<file path="config.mk">
export PLATFORM = sky130hd
export DESIGN_NAME = shift_cmd_sequencer
export DESIGN_NICKNAME = d
export VERILOG_FILES = /design/src/rtl/shift_cmd_sequencer.sv
export SDC_FILE = /design/constraint.sdc
export NUM_CORES = 1
export LEC_CHECK = 0
export CORE_MARGIN = 1.5
export CORE_UTILIZATION = 39
export DETAILED_ROUTE_END_ITERATION = 6
export PLACE_DENSITY = 0.67
export SLEW_MARGIN = 30
export SYNTH_ARGS = -nofsm -noshare
export SYNTH_HDL_FRONTEND = slang
export SYNTH_SLANG_ARGS = --single-unit
export TNS_END_PERCENT = 50
</file>
<file path="constraint.sdc">
create_clock -name clk -period 2 [get_ports clk]
set_input_delay 0.4 -clock clk [delete_from_list [all_inputs] [get_ports clk]]
set_output_delay 0.4 -clock clk [all_outputs]
set_load 0.02 [all_outputs]
</file>
<file path="src/rtl/shift_cmd_sequencer.sv">
// shift_cmd_sequencer: accepts one shift command per handshake, applies one
// single-bit shift per clock, and presents the result on a valid/ready output.
// Optional feature macro: SHIFT_ROTATE_EN adds the in_rot port and rotate steps.
module shift_cmd_sequencer #(
  parameter int WIDTH = 4,
  parameter int CNT_W = 2
) (
  input  logic             clk,
  input  logic             reset,
  input  logic             in_valid,
  output logic             in_ready,
  input  logic [WIDTH-1:0] in_data,
  input  logic             in_dir,
  input  logic [CNT_W-1:0] in_count,
`ifdef SHIFT_ROTATE_EN
  input  logic             in_rot,
`endif
  output logic             out_valid,
  input  logic             out_ready,
  output logic [WIDTH-1:0] out_data,
  output logic             busy
);

  typedef enum logic [1:0] {
    IDLE  = 2'd0,
    SHIFT = 2'd1,
    DONE  = 2'd2
  } state_t;

  state_t           state_q, state_d;
  logic [WIDTH-1:0] data_q, data_d;
  logic [WIDTH-1:0] out_data_q, out_data_d;
  logic [CNT_W-1:0] rem_q, rem_d;
  logic             dir_q, dir_d;
  logic             rot_q;
  logic [WIDTH-1:0] step_w;

  // One 1-bit step; the vacated bit is zero unless rotating.
  function automatic logic [WIDTH-1:0] shift_step(input logic [WIDTH-1:0] d,
                                                  input logic dir,
                                                  input logic rot);
    logic fill;
    if (dir) begin
      fill = rot & d[WIDTH-1];
      return {d[WIDTH-2:0], fill};
    end else begin
      fill = rot & d[0];
      return {fill, d[WIDTH-1:1]};
    end
  endfunction

`ifdef SHIFT_ROTATE_EN
  logic rot_d;

  // Rotate select captured with the command so later in_rot changes are ignored.
  always_comb begin
    rot_d = rot_q;
    if (state_q == IDLE && in_valid) rot_d = in_rot;
  end

  // Rotate select register (payload, not reset).
  always_ff @(posedge clk) begin
    rot_q <= rot_d;
  end
`else
  assign rot_q = 1'b0;
`endif

  assign step_w = shift_step(data_q, dir_q, rot_q);

  // Next-state and datapath update for the IDLE/SHIFT/DONE sequencer.
  always_comb begin
    state_d    = state_q;
    data_d     = data_q;
    dir_d      = dir_q;
    rem_d      = rem_q;
    out_data_d = out_data_q;
    case (state_q)
      IDLE: begin
        if (in_valid) begin
          data_d = in_data;
          dir_d  = in_dir;
          rem_d  = in_count;
          if (in_count == '0) begin
            // Zero-step command goes straight to DONE with the word unchanged.
            state_d    = DONE;
            out_data_d = in_data;
          end else begin
            state_d = SHIFT;
          end
        end
      end
      SHIFT: begin
        data_d = step_w;
        rem_d  = rem_q - 1'b1;
        if (rem_q == CNT_W'(1)) begin
          // Result captured separately so it survives the next accept.
          state_d    = DONE;
          out_data_d = step_w;
        end
      end
      DONE: begin
        if (out_ready) state_d = IDLE;
      end
      default: state_d = IDLE;
    endcase
  end

  // Control and visible result registers; reset aborts any command in flight.
  always_ff @(posedge clk) begin
    if (reset) begin
      state_q    <= IDLE;
      rem_q      <= '0;
      out_data_q <= '0;
    end else begin
      state_q    <= state_d;
      rem_q      <= rem_d;
      out_data_q <= out_data_d;
    end
  end

  // Working word and direction (payload, not reset).
  always_ff @(posedge clk) begin
    data_q <= data_d;
    dir_q  <= dir_d;
  end

  assign in_ready  = (state_q == IDLE);
  assign out_valid = (state_q == DONE);
  assign busy      = (state_q != IDLE);
  assign out_data  = out_data_q;

endmodule
</file>
Word level (Yosys, flattened, before mapping):

Index checks and enable logic that the tools add are counted.

* add/sub/neg operators: 1
* equal/unequal tests: 7
* multiplexer cells: 14
* reductions and logical operators: 8

Operators with widths (count)
* $mux W4: 5
* $pmux W4 S2: 2
* $mux W2: 5
* $pmux W2 S3: 1
* $eq A2 B1 Y1 const B: 2
* $logic_not A2 Y1: 2
* $ne A2 B1 Y1 const B: 2
* $ne A2 B2 Y1 const B: 2
* $pmux W2 S2: 1
* $reduce_and A2 Y1: 2
* $reduce_and A4 Y1: 1
* $reduce_bool A2 Y1: 2
* $reduce_and A3 Y1: 1
* $eq A2 B2 Y1 const B: 1
* $sub A2 B1 Y2 const B: 1

* register bits after elaboration: 13
* output and inout bits: 7
* logic and storage cells: 35

Logic depth before layout (Yosys ltp):

* word-level depth: 4
* mapped depth: 6
* depth with buffers taken out: 6

Worst setup path before layout:

No wires, ideal clock.

* path type: input port to flip-flop
* from: input port in_count[0]
* to: register out_data_q[0] (netlist: out_data[0])
* library setup time: 0.116 ns
* data arrival time: 1.395 ns
* setup slack: 0.490 ns
* cell stages on the path: 4
* cell sequence: or4b_4 a21oi_4 nor3b_1 a31o_1

* word-level cells in the longest chain between the ends: 3

RTL lines
* from (decl): line 14 `input logic [CNT_W-1:0] in_count,`
* $logic_not A2 Y1: line 84 `if (in_count == '0) begin`
* $ne A2 B1 Y1 (no source line)
* $reduce_and A4 Y1 (no source line)
* to (signal assigned): line 118 `out_data_q <= out_data_d;`
* to (decl): line 32 `logic [WIDTH-1:0] out_data_q, out_data_d;`

No other way between the ends.
A chain may end at the register's enable or synchronous reset.

Worst setup path after layout:

* from: register state_q[0]
* to: output port out_valid

* word-level cells in the longest chain between the ends: 1

RTL lines
* from (decl): line 30 `state_t state_q, state_d;`
* from (signal assigned): line 116 `state_q <= state_d;`
* $eq A2 B2 Y1: line 129 `assign out_valid = (state_q == DONE);`
* to (decl): line 18 `output logic out_valid,`

No other way between the ends.

==> results.json <==
{
  "synth_fa_ha_area_share_pct": 1.91,
  "avgSynthCellArea_um2": 10.2,
  "max_slew_margin_pct": 75.4,
  "detail_route.wl_per_cell_um": 11.8,
  "yosys-top-cells-area": "dfxtp_1, edfxtp_1, mux2_2",
  "hpwlAfterDp_um": 922,
  "io_pins": 18,
  "route.detailed.drc": 0,
  "endpoint": "out_valid",
  "drv_cap": 0,
  "min_period_ps": 1930,
  "gr-total-overflow": 0,
  "critPathMaxFanout": 10,
  "startpoint_type": "register",
  "wirelength_um": 1230,
  "worstMarginPinSlew_ps": 369,
  "crit_chain": "buf_4, nor2b_1, clkdlybuf4s50_1",
  "final_common_cell": "clkdlybuf4s50_1",
  "fill_cells": 144,
  "cellPowerDensity_mw_per_mm2": 718,
  "clock_skew_ps": 2.72,
  "die_y_um": 44,
  "path_class": "register to output pin",
  "initial_core_util_pct": 42.5,
  "max_freq_mhz": 517,
  "cp_slowest_stage_delay_ps": 630,
  "htree_num_levels": 1,
  "numCtsBuffers": 3,
  "grt_pass1_wl_um": 1940,
  "r2r_end": "out_data[3]$_SDFFE_PP0P_",
  "cts_tree": "yes",
  "synth.distinct_cells": 26,
  "clk_latency_ps": 270,
  "r2r-start": "state_q[0]$_SDFFE_PP0P_",
  "syn-cell-area_um2": 656,
  "crit_required_ps": 1600,
  "coreArea_mm2": 0.00154,
  "ir_worst_vdd_v": 0.000408,
  "drt_iter0_markers": 22,
  "synth_compound_area_share_pct": 14.7,
  "seq_area_frac_synth_pct": 47.3,
  "grt_antenna_before_repair": 0,
  "slowest_stage": "clkdlybuf4s50_1",
  "status": "finished clean",
  "first_pass_iters": 4,
  "synth-seq-cells": 13,
  "min_period_over_period_pct": 96.7,
  "final-hold-violation-count": 0,
  "final_cell_mix": "clkdlybuf4s50_1, dfxtp_1, nor2_1",
  "layout.nets": 101,
  "synth_top_family_by_area": "simple AND/OR/NAND/NOR gates",
  "muxShareOfSynthArea_pct": 11.6,
  "post_drt_via_cell_ratio": 5.02,
  "gp_congestion": 0.779,
  "clockBufferDepth": 2,
  "postCtsSetupRepairBufs": 0,
  "synth_top_area_share_pct": 24.4,
  "rrSetupSlack_ps": 340,
  "crit_start": "state_q[0]$_SDFFE_PP0P_",
  "syn_inst": 64,
  "fp.dieArea_mm2": 0.00194,
  "grt_pass1_vias": 467,
  "drive_above_1_share_pct": 23.9,
  "crit_arrival_ps": 1530,
  "die_w_um": 44,
  "synth_nets": 76,
  "ant_nets": 0,
  "dp.cells": 100,
  "worstSetupEndpointType": "output pin",
  "synth_area_leader_cell": "dfxtp_1",
  "ff2ff_path_depth": 5,
  "ys_warn_count": 0,
  "leakage_nw": 0.359,
  "cts_sinks": 13,
  "min_path_type": "register to register",
  "rsz0062_at_grt": "no",
  "grt_usage_pct": 14.1,
  "slew_violations": 0,
  "setup_viol": 0,
  "syn_to_final_growth_pct": 37.2,
  "totalPowerFinal_mw": 0.646,
  "fp-row-count": 14,
  "final_cells": 104,
  "synthSimpleGateAreaFrac_pct": 18.5,
  "synth_xor_area_share_pct": 0,
  "port_buffers": 17,
  "grt_max_degree": 11,
  "clk_pin_slew_ps": 80,
  "insertedDiodeCount": 0,
  "cts_root_buf": "clkbuf_4",
  "vias": 522
}
per-layer routing:
metal  vias up  wire [um]  GRT usage (%)
li1        272          -              -
met1       238        603           18.7
met2        10        540           20.0
met3         2         74           2.50
met4         0          9           10.9
met5         -          0              0
critical path: cells and delay by family (launching register included):
| kind | cells | cell delay, ps |
|---|---|---|
| buffers and inverters | 2 | 790 |
| flip-flops | 1 | 310 |
| AND/OR/NAND/NOR | 1 | 160 |
area by class of cell:
type | instances | area [um2] | share of cell area [%]
Tap cell | 16 | 20.0 | 2.23
Timing Repair Buffer | 23 | 218 | 24.2
Inverter | 5 | 18.8 | 2.09
Multi-Input combinational cell | 43 | 307 | 34.1
Clock buffer | 4 | 26.3 | 2.92
Sequential cell | 13 | 310 | 34.5
where the power goes:
group	total (mW)	switching, mW	leakage, nW	internal (mW)
logic	0.167	0.0768	0.229	0.0901
clock network	0.161	0.0836	0.0150	0.0772
registers	0.318	0.0132	0.115	0.305
total	0.646	0.174	0.359	0.472
kinds of logic (layout without fill, tap and decap cells):
kind of cell,Yosys count,after routing
buffers and inverters,8,32
and+or+nand+nor,22,22
muxes,7,7
adders and majority gates,1,1
DFF,13,13
AOI/OAI and AO/OA,13,13
registers in the layout (all words and copies together), names as in the netlist:
signal,flops
data_q,4
out_data,4
rem_q,2
state_q,2
dir_q,1
stage by stage:
step / utilization [%] / area (um2) / setup TNS, ps / setup slack [ps] / hold WS [ps]
6_report: 58.4 / 900 / 0 / 66.5 / 498
5_1_grt: 58.4 / 900 / 0 / 14.9 / 537
4_1_cts: 58.2 / 897 / 0 / 41.2 / 510
3_5_place_dp: 56.5 / 871 / -168 / -46.2 / 483
3_3_place_gp: 56.5 / 871 / -120 / -35.3 / 479
2_1_floorplan: - / 656 / 0 / 490 / 462
worst min path at each step:
stage               slack, ps  cells past startpoint                startpoint                       end
global route              540                      2     rem_q[0]$_SDFFE_PP0P_     rem_q[0]$_SDFFE_PP0P_
detailed placement        480                      2  out_data[2]$_SDFFE_PP0P_  out_data[2]$_SDFFE_PP0P_
global placement          480                      2  out_data[2]$_SDFFE_PP0P_  out_data[2]$_SDFFE_PP0P_
finish                    500                      2  out_data[1]$_SDFFE_PP0P_  out_data[1]$_SDFFE_PP0P_
CTS                       510                      2  out_data[2]$_SDFFE_PP0P_  out_data[2]$_SDFFE_PP0P_
floorplan                 460                      2     rem_q[0]$_SDFFE_PP0P_     rem_q[0]$_SDFFE_PP0P_
Yosys cell counts:
| cell type | count |
|---|---|
| and2_2 | 1 |
| nor2_1 | 7 |
| a31o_1 | 1 |
| edfxtp_1 | 5 |
| clkbuf_2 | 1 |
| nor2_2 | 1 |
| ha_1 | 1 |
| nor3b_1 | 1 |
| nand2_1 | 4 |
| mux2i_1 | 2 |
| nor2b_1 | 1 |
| mux2_2 | 5 |
| nor3_1 | 1 |
| o221a_2 | 1 |
| nand4b_1 | 1 |
| nand2b_1 | 2 |
| or4b_4 | 1 |
| or2_2 | 1 |
| a21oi_4 | 1 |
| buf_4 | 2 |
| a21oi_1 | 6 |
| a311oi_2 | 1 |
| o21ai_0 | 3 |
| inv_1 | 5 |
| or3_1 | 1 |
| dfxtp_1 | 8 |
repair_timing:
item | in CTS | in global routing
hold buffers | 0 | 0
gates resized for setup | 0 | 1
setup endpoints to repair | 0 | 1
Power figures use the tool's default switching activity.
==> variant (same settings) <==
`CNT_W`: 2 -> 3.
--- a/src/rtl/shift_cmd_sequencer.sv
+++ b/src/rtl/shift_cmd_sequencer.sv
@@ -5,3 +5,3 @@
   parameter int WIDTH = 4,
-  parameter int CNT_W = 2
+  parameter int CNT_W = 3
 ) (
Interface: changed (resized in_count); port bits go from 18 to 19. No check against the original RTL was run, so the function may have changed too.
==> variant against the unedited design <==
- synthesized area is 21% higher
- cell area rose by 16%
- via count is 20% higher
- routed wire length rose by 27%
- worst setup slack better by 0.016 ns
- sequential cell count rose by 1
- count of clock-buffer cells in the layout stayed put
- critical endpoint unchanged
- largest cell class is now multi-input gates
Power is not compared: it rests on default switching activity, and its combinational part moved more than twofold at a synthesized area within 25%.
==> variant: results (changes against the unedited design) <==
| Metric | Value |
|---|---|
| Post-synth EDFFs | `5 (unchanged)` |
| Top FF cell, synth | `dfxtp_1` |
| Worst Skew | `0.00662 ns (+0.00390 ns)` |
| Iteration-0 DRC count of the detailed router | `10 (-55%)` |
| Root Driver | `clkbuf_4` |
| Lkg Pwr | `0.398 nW` |
| # diodes | `0 (unchanged)` |
| GRT Resource Usage Total | `15.1% (+1.0 points)` |
| Clock Path Buffers | `2 (unchanged)` |
| Worst-path clk slew | `0.08 ns (about the same)` |
| Post-CTS setup buffer count | `0 (unchanged)` |
| P_int | `0.628 mW` |
| Seq/Total Area, Yosys | `41.6% (-5.8 points)` |
| Initial antenna violation count | `0 (unchanged)` |
| Maximum VDD drop | `485 uV` |
| Htree depth | `1 (unchanged)` |
| Slew @ Worst Pin | `0.287 ns (-0.0817 ns)` |
| Nets | `116 (+15%)` |
| Fraction of registers with async set/reset | `0% (unchanged)` |
| Post-DP HPWL | `1190 um (+29%)` |
| Routability-driven placement congestion ratio | `0.763 (-2.0%)` |
| Skew-Pair Late Insertion Delay | `0.29 ns (+0.02 ns)` |
| Final ANT Viol Nets | `0 (unchanged)` |
| Worst EP arrival | `1.52 ns` |
| Hold Crit Class | `reg -> reg` |
| Fillers | `186 (+29%)` |
| Fraction of final layout cells sized beyond drive strength 1 | `23.8% (-0.10 points)` |
| TritonCTS buffer count | `3 (unchanged)` |
| Port Buffer Count | `18 (+1)` |
| First drt pass iteration count | `4 (unchanged)` |
| Final non-filler cell total | `128 (+23%)` |
| Syn avg cell area | `10.1 um2 (-1.8%)` |
| Unique masters post-synth | `33 (+27%)` |
| Yosys warnings | `0 (unchanged)` |
| Worst Path Max Fanout | `4 (-6)` |
| Vias per std cell | `4.91 (-2.3%)` |
| Most instantiated cells after synthesis | `9 x dfxtp_1, 6 x a21oi_1, 6 x nor2_1` |
| Average wire per standard cell | `12.2 um (+3.2%)` |
| First-pass GRT wire length | `2380 um (+23%)` |
| Largest net degree at the start of global routing | `10 (-1)` |
| Outcome | `complete, no violations` |
| Area contributors post-synth | `dfxtp_1 23%, edfxtp_1 19%, nor3_2 5.0%, mux2_2 4.3%, a21oi_1 3.8%` |
| Vias in the first global route | `539 (+15%)` |
| Syn Nets | `93 (+22%)` |
variant: cell types whose count changed in the layout (fill, tap and decap cells not counted), moves of 2 or more:
cell     change
or2_4        +2
o21ai_1      +2
o22ai_1      +2
mux2_2       -2
nor3_2       +4
nor2b_1      +2
o21ai_0      -3
nand3_1      +2
variant: worst max-delay path: stages, from the launching register on:
cell	delay, ns
dfxtp_1	0.40
nor2b_1	0.21
clkdlybuf4s50_1	0.63
variant: metrics by stage:
stage	setup slack [ns]	instance area, um2	power [mW]
CTS	0.0832	1040	0.932
global route	0.0254	1040	0.969
detailed placement	0.0771	1010	0.729
floorplan	0.600	795	0.620
global placement	0.125	1010	0.721
finish	0.0829	1040	0.927
variant: area by class of cell:
| cell class | count | area share [%] |
|---|---|---|
| Clock buffer | 4 | 3.47 |
| Multi-Input combinational cell | 54 | 38.8 |
| Inverter | 6 | 2.16 |
| Sequential cell | 14 | 31.6 |
| Tap cell | 27 | 3.23 |
| Timing Repair Buffer | 23 | 20.7 |
variant: per-layer routing:
metal	vias up	GRT usage (%)	part of all wire, %
li1	323	-	-
met1	286	20.6	48
met4	0	8.11	1.5
met3	4	2.59	5.2
met5	-	0	0
met2	15	22.7	45
variant: worst paths after layout:
kind                             startpoint     endpoint  slack [ns]  cells past startpoint
worst min-delay path            out_data[2]  out_data[2]        0.49                      2
worst min register to register  out_data[2]  out_data[2]        0.49                      2
worst max register to register   state_q[0]  out_data[0]        0.38                      5
worst max-delay path             state_q[1]    out_valid        0.08                      2
variant: power groups by stage:
stage	sequential [mW]	clock [mW]	combinational, mW
2_1_floorplan	0.387	0	0.233
3_3_place_gp	0.379	0	0.342
3_5_place_dp	0.380	0	0.348
4_1_cts	0.374	0.212	0.346
5_1_grt	0.380	0.214	0.375
6_report	0.374	0.209	0.344
variant: what timing repair did:
| action | in CTS | in global routing |
|---|---|---|
| hold endpoints to repair | 0 | 0 |
| endpoints found under the setup margin | 1 | 0 |
| hold buffers | 0 | 0 |
| resized for setup | 1 | 0 |
variant: cell families after synthesis:
group,share of synthesized area (%)
adders and majority gates,3.15
DFF,41.6
buffers and inverters,7.40
AOI/OAI and AO/OA,15.4
and+or+nand+nor,22.4
muxes,10.1
